[config.mk]
export PLATFORM = sky130hd
export DESIGN_NAME = msg_frame_tx
export DESIGN_NICKNAME = d
export VERILOG_FILES = /design/src/rtl/msg_frame_tx.sv
export SDC_FILE = /design/constraint.sdc
export NUM_CORES = 1
export LEC_CHECK = 0
export BUFFER_PORTS_ARGS = -buffer_cell sky130_fd_sc_hd__buf_4
export CORE_MARGIN = 1
export CORE_UTILIZATION = 55
export CTS_BUF_LIST = sky130_fd_sc_hd__clkbuf_2 sky130_fd_sc_hd__clkbuf_4 sky130_fd_sc_hd__clkbuf_8
export CTS_CLUSTER_SIZE = 16
export DETAILED_ROUTE_END_ITERATION = 6
export PLACE_DENSITY = 0.73
export SYNTH_ARGS = -nofsm -noshare
export SYNTH_HDL_FRONTEND = slang
export SYNTH_SLANG_ARGS = --single-unit
[constraint.sdc]
create_clock -name CLK -period 4.51 [get_ports CLK]
set_input_delay 0.6765 -clock CLK [delete_from_list [all_inputs] [get_ports CLK]]
set_output_delay 0.6765 -clock CLK [all_outputs]
set_load 0.02 [all_outputs]
[src/rtl/msg_frame_tx.sv]
// msg_frame_tx: transmit-side message framer for the UART link.
// Buffers up to MAXBYTES payload bytes. On msg_send it emits
// SYNC, byte count, body (and an optional tail) through the UART load handshake.
// SYNC and ESC values in the count or body are preceded by ESC.
// Optional feature macro: MSG_FRAME_TAIL_EN appends SP_END after the body.
module msg_frame_tx #(
    parameter int unsigned MAXBYTES = 10,
    parameter logic [7:0]  SP_SYNC  = 8'h7E,
    parameter logic [7:0]  SP_ESC   = 8'hFE,
    parameter logic [7:0]  SP_END   = 8'h03
) (
    input  logic       CLK,
    input  logic       reset,
    input  logic       msg_wr,
    input  logic [7:0] msg_wdata,
    input  logic       msg_send,
    input  logic       tx_empty,
    output logic       ld_tx_data,
    output logic [7:0] tx_data,
    output logic       tx_enable,
    output logic       busy,
    output logic       done,
    output logic [3:0] msg_cnt
);

    localparam int unsigned PTR_W = $clog2(MAXBYTES + 1);
    localparam int unsigned CNT_W = 4;
`ifdef MSG_FRAME_TAIL_EN
    localparam bit TAIL_EN = 1'b1;
`else
    localparam bit TAIL_EN = 1'b0;
`endif

    typedef enum logic [2:0] {
        S_IDLE,
        S_SYNC,
        S_BCNT,
        S_BODY,
        S_TAIL,
        S_DONE
    } state_t;

    // LOAD: wait for tx_empty, strobe the byte; ACK: wait for the UART to take it.
    typedef enum logic {
        PH_LOAD,
        PH_ACK
    } phase_t;

    state_t             state, state_n;
    phase_t             phase, phase_n;
    logic [PTR_W-1:0]   wr_ptr, wr_ptr_n;
    logic [PTR_W-1:0]   rd_ptr, rd_ptr_n;
    logic               esc_pend, esc_pend_n;
    logic               ld_n;
    logic [7:0]         tx_data_n;
    logic               tx_enable_n;
    logic               busy_n;
    logic               done_n;

    logic [7:0]         mem [MAXBYTES];
    logic               wr_ok;
    logic [7:0]         cur_byte;
    logic               need_esc;
    logic [7:0]         load_byte;
    logic [PTR_W-1:0]   rd_ptr_inc;

    assign msg_cnt = CNT_W'(wr_ptr);

    // Buffer writes are accepted only in IDLE and while space remains.
    assign wr_ok = msg_wr && (state == S_IDLE) && (wr_ptr < PTR_W'(MAXBYTES));

    // Payload storage; contents need no reset.
    always_ff @(posedge CLK) begin
        if (wr_ok) begin
            mem[wr_ptr] <= msg_wdata;
        end
    end

    // Byte currently being framed and whether it still needs its escape prefix.
    always_comb begin
        rd_ptr_inc = rd_ptr + PTR_W'(1);
        cur_byte   = (state == S_BCNT) ? 8'(wr_ptr) : mem[rd_ptr];
        need_esc   = ((state == S_BCNT) || (state == S_BODY)) && !esc_pend &&
                     ((cur_byte == SP_SYNC) || (cur_byte == SP_ESC));
        case (state)
            S_SYNC:  load_byte = SP_SYNC;
            S_TAIL:  load_byte = SP_END;
            default: load_byte = need_esc ? SP_ESC : cur_byte;
        endcase
    end

    // State and registered outputs.
    always_ff @(posedge CLK or negedge reset) begin
        if (!reset) begin
            state      <= S_IDLE;
            phase      <= PH_LOAD;
            wr_ptr     <= '0;
            rd_ptr     <= '0;
            esc_pend   <= 1'b0;
            ld_tx_data <= 1'b0;
            tx_data    <= 8'h00;
            tx_enable  <= 1'b0;
            busy       <= 1'b0;
            done       <= 1'b0;
        end else begin
            state      <= state_n;
            phase      <= phase_n;
            wr_ptr     <= wr_ptr_n;
            rd_ptr     <= rd_ptr_n;
            esc_pend   <= esc_pend_n;
            ld_tx_data <= ld_n;
            tx_data    <= tx_data_n;
            tx_enable  <= tx_enable_n;
            busy       <= busy_n;
            done       <= done_n;
        end
    end

    // Next-state and next-output logic.
    always_comb begin
        state_n     = state;
        phase_n     = phase;
        wr_ptr_n    = wr_ok ? (wr_ptr + PTR_W'(1)) : wr_ptr;
        rd_ptr_n    = rd_ptr;
        esc_pend_n  = esc_pend;
        ld_n        = 1'b0;
        tx_data_n   = tx_data;
        tx_enable_n = tx_enable;
        busy_n      = busy;
        done_n      = 1'b0;

        case (state)
            S_IDLE: begin
                // A write in the same cycle counts toward a non-empty buffer.
                if (msg_send && ((wr_ptr != '0) || wr_ok)) begin
                    state_n     = S_SYNC;
                    phase_n     = PH_LOAD;
                    rd_ptr_n    = '0;
                    esc_pend_n  = 1'b0;
                    busy_n      = 1'b1;
                    tx_enable_n = 1'b1;
                end
            end

            S_SYNC, S_BCNT, S_BODY, S_TAIL: begin
                if (phase == PH_LOAD) begin
                    if (tx_empty) begin
                        ld_n      = 1'b1;
                        tx_data_n = load_byte;
                        phase_n   = PH_ACK;
                    end
                end else if (!tx_empty) begin
                    phase_n = PH_LOAD;
                    if (need_esc) begin
                        // Escape prefix taken; resend the same byte raw.
                        esc_pend_n = 1'b1;
                    end else begin
                        esc_pend_n = 1'b0;
                        case (state)
                            S_SYNC: state_n = S_BCNT;
                            S_BCNT: state_n = S_BODY;
                            S_BODY: begin
                                if (rd_ptr_inc == wr_ptr) begin
                                    if (TAIL_EN) begin
                                        state_n = S_TAIL;
                                    end else begin
                                        state_n = S_DONE;
                                        done_n  = 1'b1;
                                    end
                                end else begin
                                    rd_ptr_n = rd_ptr_inc;
                                end
                            end
                            default: begin
                                state_n = S_DONE;
                                done_n  = 1'b1;
                            end
                        endcase
                    end
                end
            end

            S_DONE: begin
                state_n     = S_IDLE;
                phase_n     = PH_LOAD;
                wr_ptr_n    = '0;
                rd_ptr_n    = '0;
                esc_pend_n  = 1'b0;
                busy_n      = 1'b0;
                tx_enable_n = 1'b0;
            end

            default: begin
                state_n = S_IDLE;
            end
        endcase
    end

endmodule

# Yosys cells after proc, flatten, opt, wreduce, memory -nomap -nowiden
# Memory sizes are Yosys's and may differ from the RTL's.
# Index checks and enable logic that the tools add are counted.
# word_totals
out_inout_bits	16
wordCells	89
ff_bits	24
ramBits	80
n_memories	1
# memory_table
memory	depth	width	rd	rd_ports_with_merged_regs	write_ports	line_no	text
mem	10	8	1	0	1	60	logic [7:0] mem [MAXBYTES];
# op_classes
n_mux	38
bitwise_logic	1
addsub	2
magnitude_cmp	1
eq_ne	15
reduce_logical	22
# op_table
cell	count
2-to-1 mux 4 bit	8
2-to-1 mux 8 bit	2
one-hot mux 8 bit (2 select lines)	1
2-to-1 mux 1 bit	15
2-to-1 mux 3 bit	5
one-hot mux 4 bit (3 select lines)	1
!= test 2 bit (second input constant)	5
one-hot mux 3 bit (3 select lines)	1
adder 4 x 1 -> 4 bit (second input constant)	2
== test 8 x 7 -> 1 bit (second input constant)	1
== test 8 bit (second input constant)	1
AND reduction 7 bit	1
== test 3 x 2 -> 1 bit (second input constant)	2
== test 3 bit (second input constant)	2
one-hot mux 1 bit (3 select lines)	2
one-hot mux 3 bit (2 select lines)	1
logical AND 1 bit	5
AND reduction 5 bit	1
== test 4 bit	1
< comparator 4 bit (second input constant)	1
one-hot mux 1 bit (2 select lines)	2
AND reduction 2 bit	2
AND reduction 4 bit	1
nonzero test 2 bit	2
12 further kinds	14

# Longest topological paths before layout
# logic_depth
ltp_word	9
mapped_depth	9
mapped_depth_nobuf	8

# Worst setup path after synthesis
# Ideal clock, no wire load.
# synth_timing
path_kind	input port to flip-flop
startpoint	input port msg_wr
endpoint	memory mem[8][0], enable pin
setup_slack_ns	2.319
n_path_buf	1
setup_ns	0.333
arrival_ns	1.858
path_stages	4
cell_sequence	nor4b_1 -> and2_1 -> clkbuf_1 -> and4b_1
# synth_via
elab_chain_cells	4
# synth_rtl
item	line_no	text
start: declaration	14	input logic msg_wr,
logical AND 1 bit (2 in a row)	70	assign wr_ok = msg_wr && (state == S_IDLE) && (wr_ptr < PTR_W'(MAXBYTES));
2-to-1 mux 1 bit	74	if (wr_ok) begin
2-to-1 mux 1 bit (implied by the code)	75	mem[wr_ptr] <= msg_wdata;
end: declaration	60	
# No other way between the ends.

# Worst setup path after layout
# layout_timing
startpoint	register rd_ptr[0]
endpoint	register rd_ptr[2]
# layout_via
elab_chain_cells	7
word_cells_on_any_way	17
classes_between	1 x add/sub; 5 x eq/ne; 7 x mux; 3 x reduce/logical; 1 x memory
# layout_rtl
item	line_no	text
start: declaration	52	logic [PTR_W-1:0] rd_ptr, rd_ptr_n;
start signal: assignment	109	rd_ptr <= rd_ptr_n;
memory (10 x 8 bit) / adder 4 x 1 -> 4 bit (equally long branches)	--	
2-to-1 mux 8 bit / 2-to-1 mux 4 bit (equally long branches)	82, 163	
== test 8 x 7 -> 1 bit (tied with other cells)	84	((cur_byte == SP_SYNC) || (cur_byte == SP_ESC));
logical OR 1 bit / 2-to-1 mux 4 bit (equally long branches)	84, 154	
logical AND 1 bit / 2-to-1 mux 4 bit (equally long branches)	83, 152	
!= test 2 bit (no source line) / 2-to-1 mux 4 bit (equally long branches)	--	
AND reduction 7 bit (no source line) / one-hot mux 4 bit (3 select lines) (equally long branches)	--	
# Several ways; a longest one is shown, not always the timed one. The select of a mux whose other input is x is not followed.
# A chain may end at the register's enable or synchronous reset.

==> flow_metrics.py <==
metrics = {
    "worst_setup_path": {
        "critPathRequiredTime_ns": 4.80,
        "rrSetupSlack_ns": 1.53,
        "crit_family": "flip-flops",
        "endpoint_kind": "register",
        "r2r_end": "rd_ptr[2]",
        "reg2regPathDepth": 7,
        "crit_buf_inv": 1,
        "crit_type": "reg2reg",
        "cpMaxStageDelayCell": "dfrtp_1",
        "arrival_ns": 3.27,
        "worstPathCellList": "buf_4, mux4_2, mux2i_1, o211a_1, nor4_2, a2111oi_0, o21bai_1",
        "reg2reg_from": "rd_ptr[0]",
        "slowest_delay_ns": 0.92,
        "critPathMaxFanout": 17,
        "cp-start-kind": "register",
    },
    "clocking": {
        "cts_resized": 0,
        "cts_tree": "built",
        "cts_inserted_buffers": 9,
        "clock-sinks": 104,
        "post-cts-setup-buffer-count": 0,
        "postCtsHoldBufs": 0,
        "cts_root_buf": "clkbuf_8",
        "clock_path_buffers": 2,
        "clkLatencyLatePin_ns": 0.37,
        "cts-htree-levels": 3,
        "clk_pin_slew_ns": 0.11,
    },
    "timing": {
        "hold_viol": 0,
        "setup_viol": 0,
        "rsz0062_at_grt": "false",
        "worst_pin_slew_ns": 0.854,
        "setup_ws_ns": 1.53,
        "min_period_over_period": 0.660,
        "final_max_slew_viol_count": 0,
        "max_freq_mhz": 336,
        "worst_hold_slack_ns": 0.190,
        "layout_min_cycle_time_ns": 2.98,
        "slew_headroom": 0.431,
        "fin_tns_setup_ns": 0,
        "finClkSkew_ns": 0.0117,
    },
    "synthesis": {
        "async_reset_ff_frac": 0.231,
        "yosysTopAreaCell": "edfxtp_1",
        "ys_ff_latch": 104,
        "synth-edff-count": 80,
        "syn_avg_cell_area_um2": 14.3,
        "syn_nets": 351,
        "syn_inst": 333,
        "synth_top_area_frac": 0.505,
        "ys_seq_area_frac": 0.631,
        "yosysWarnings": 0,
        "synthDistinctLibCells": 66,
        "synth.cell_area_um2": 4760,
        "ys_top_cells_by_area": "edfxtp_1 50%, dfrtp_1 13%, mux4_2 5.2%",
        "synthFlopType": "edfxtp_1",
    },
    "drt": {
        "first_iter_violations": 249,
        "wl_per_cell_um": 21.5,
        "vias": 2827,
        "drt_wl_total_mm": 9.98,
        "ant_nets": 0,
        "viasPerCell": 6.09,
        "drc": 0,
        "drt_pass1_iterations": 4,
    },
    "finish": {
        "seq_area_um2": 3000,
        "stdcell_count": 464,
        "stdcell_area_um2": 5160,
        "fin_nets": 372,
        "area_growth_pct": 8.52,
        "multiInputGateArea_um2": 1580,
        "final_cell_mix": "80 x edfxtp_1, 30 x buf_4, 25 x nand2_1, 24 x dfrtp_1, 22 x nor2_1",
        "utilization": 0.622,
        "drive_above_1_share": 0.189,
        "diodes": 0,
        "layout_commonest_cell": "edfxtp_1",
        "nFillCells": 620,
    },
    "run_status": {
        "status": "complete, no violations",
    },
    "place": {
        "pre_cts_slack_ns": 1.61,
        "dpl_cell_area_um2": 4970,
        "place_congestion": 0.881,
        "placed_cells": 448,
        "io_buffers": 28,
        "dp_hpwl_mm": 6.69,
    },
    "power": {
        "seqPwrFrac": 0.440,
        "power_frac_comb": 0.373,
        "power_leakage_nw": 1.88,
        "p_int_mw": 1.87,
        "switching_share": 0.382,
        "clkPwrFrac": 0.187,
        "p_per_area_nw_per_um2": 585,
        "p_switching_mw": 1.15,
        "vdd_drop_max_mv": 0.281,
        "power_mw": 3.02,
    },
    "floorplan": {
        "fp.dieW_um": 95,
        "core_um2": 8300,
        "die_area_um2": 9030,
        "rows": 33,
        "initial_utilization": 0.573,
        "die_h_um": 95,
        "ios": 29,
    },
    "grt": {
        "grt_pass1_vias": 2853,
        "grt_overflow": 0,
        "antenna_found_initial": 0,
        "grt_max_degree": 26,
        "track_usage": 0.247,
        "grt_pass1_wl_mm": 15.6,
    },
    "job": {
        "maxCapViolations": 0,
    },
    "hold_path": {
        "min_path_type": "in2async",
    },
}
-- kinds of logic (layout without fill, tap and decap cells) --
logic type / Yosys count / count (layout) / synth area share
xor+xnor: 8 / 8 / 0.0176
flops: 104 / 104 / 0.631
buf+inv: 28 / 54 / 0.0363
mux: 30 / 30 / 0.0997
simple gates: 96 / 96 / 0.108
fa+ha+maj: 5 / 5 / 0.0132
compound gates: 62 / 62 / 0.0936
-- area by class of cell --
class | instances | area share
flip-flops and latches | 104 | 0.582
clock inverters | 6 | 0.0116
multi-input cells | 201 | 0.306
well taps | 105 | 0.0254
repair buffers | 30 | 0.0436
inverters | 8 | 0.00582
clock buffers | 10 | 0.0254
-- routing by layer --
layer / global-route usage / vias up / part of all wire
li1: - / 1317 / -
met1: 0.327 / 1387 / 0.41
met2: 0.409 / 107 / 0.50
met3: 0.0515 / 16 / 0.071
met4: 0.0795 / 0 / 0.015
met5: 0 / - / 0
-- state kept, by name, indices dropped and copies added (netlist names) --
name,flops
busy,1
rd_ptr,4
tx_data,8
state,3
done,1
mem,80
ld_tx_data,1
msg_cnt,4
phase,1
esc_pend,1
-- worst max path at each step --
stage / start / to / slack [ns] / cells past startpoint
3_3_place_gp: rd_ptr[0] / rd_ptr[2] / 1.73 / 7
3_5_place_dp: rd_ptr[0] / rd_ptr[2] / 1.61 / 7
2_1_floorplan: msg_wr / mem[8][0] / 2.32 / 4
5_1_grt: rd_ptr[0] / rd_ptr[2] / 1.35 / 7
6_report: rd_ptr[0] / rd_ptr[2] / 1.53 / 7
4_1_cts: rd_ptr[0] / rd_ptr[2] / 1.56 / 7
-- cells in the mapped netlist (all sizes together) (2+ instances only) --
| cell | n |
|---|---|
| nor2b | 7 |
| inv | 8 |
| a31oi | 4 |
| buf | 12 |
| o211ai | 2 |
| o22ai | 5 |
| a2111oi | 2 |
| ha | 5 |
| nor2 | 22 |
| nand2 | 26 |
| nor4 | 2 |
| and4b | 3 |
| clkbuf | 7 |
| and2 | 8 |
| nor3b | 2 |
| xor2 | 2 |
| edfxtp | 80 |
| a311oi | 2 |
| mux2i | 14 |
| a21oi | 10 |
| nor3 | 6 |
| mux2 | 3 |
| mux4 | 13 |
| o21ai | 9 |
| nand2b | 6 |
| xnor2 | 5 |
| or2 | 2 |
| o21a | 3 |
| a211oi | 2 |
| dfrtp | 24 |
| a41oi | 2 |
| a311o | 2 |
| o22a | 4 |
| a221oi | 2 |
| and3 | 7 |
-- power groups by stage --
stage | Combinational, mW | Sequential [mW] | Clock, mW
final | 1.13 | 1.33 | 0.566
after global placement | 1.09 | 1.35 | 0
after detailed placement | 1.11 | 1.35 | 0
after CTS | 1.12 | 1.33 | 0.572
after global routing | 1.24 | 1.35 | 0.607
after floorplan | 0.902 | 1.27 | 0
(Power assumes the default switching activity.)
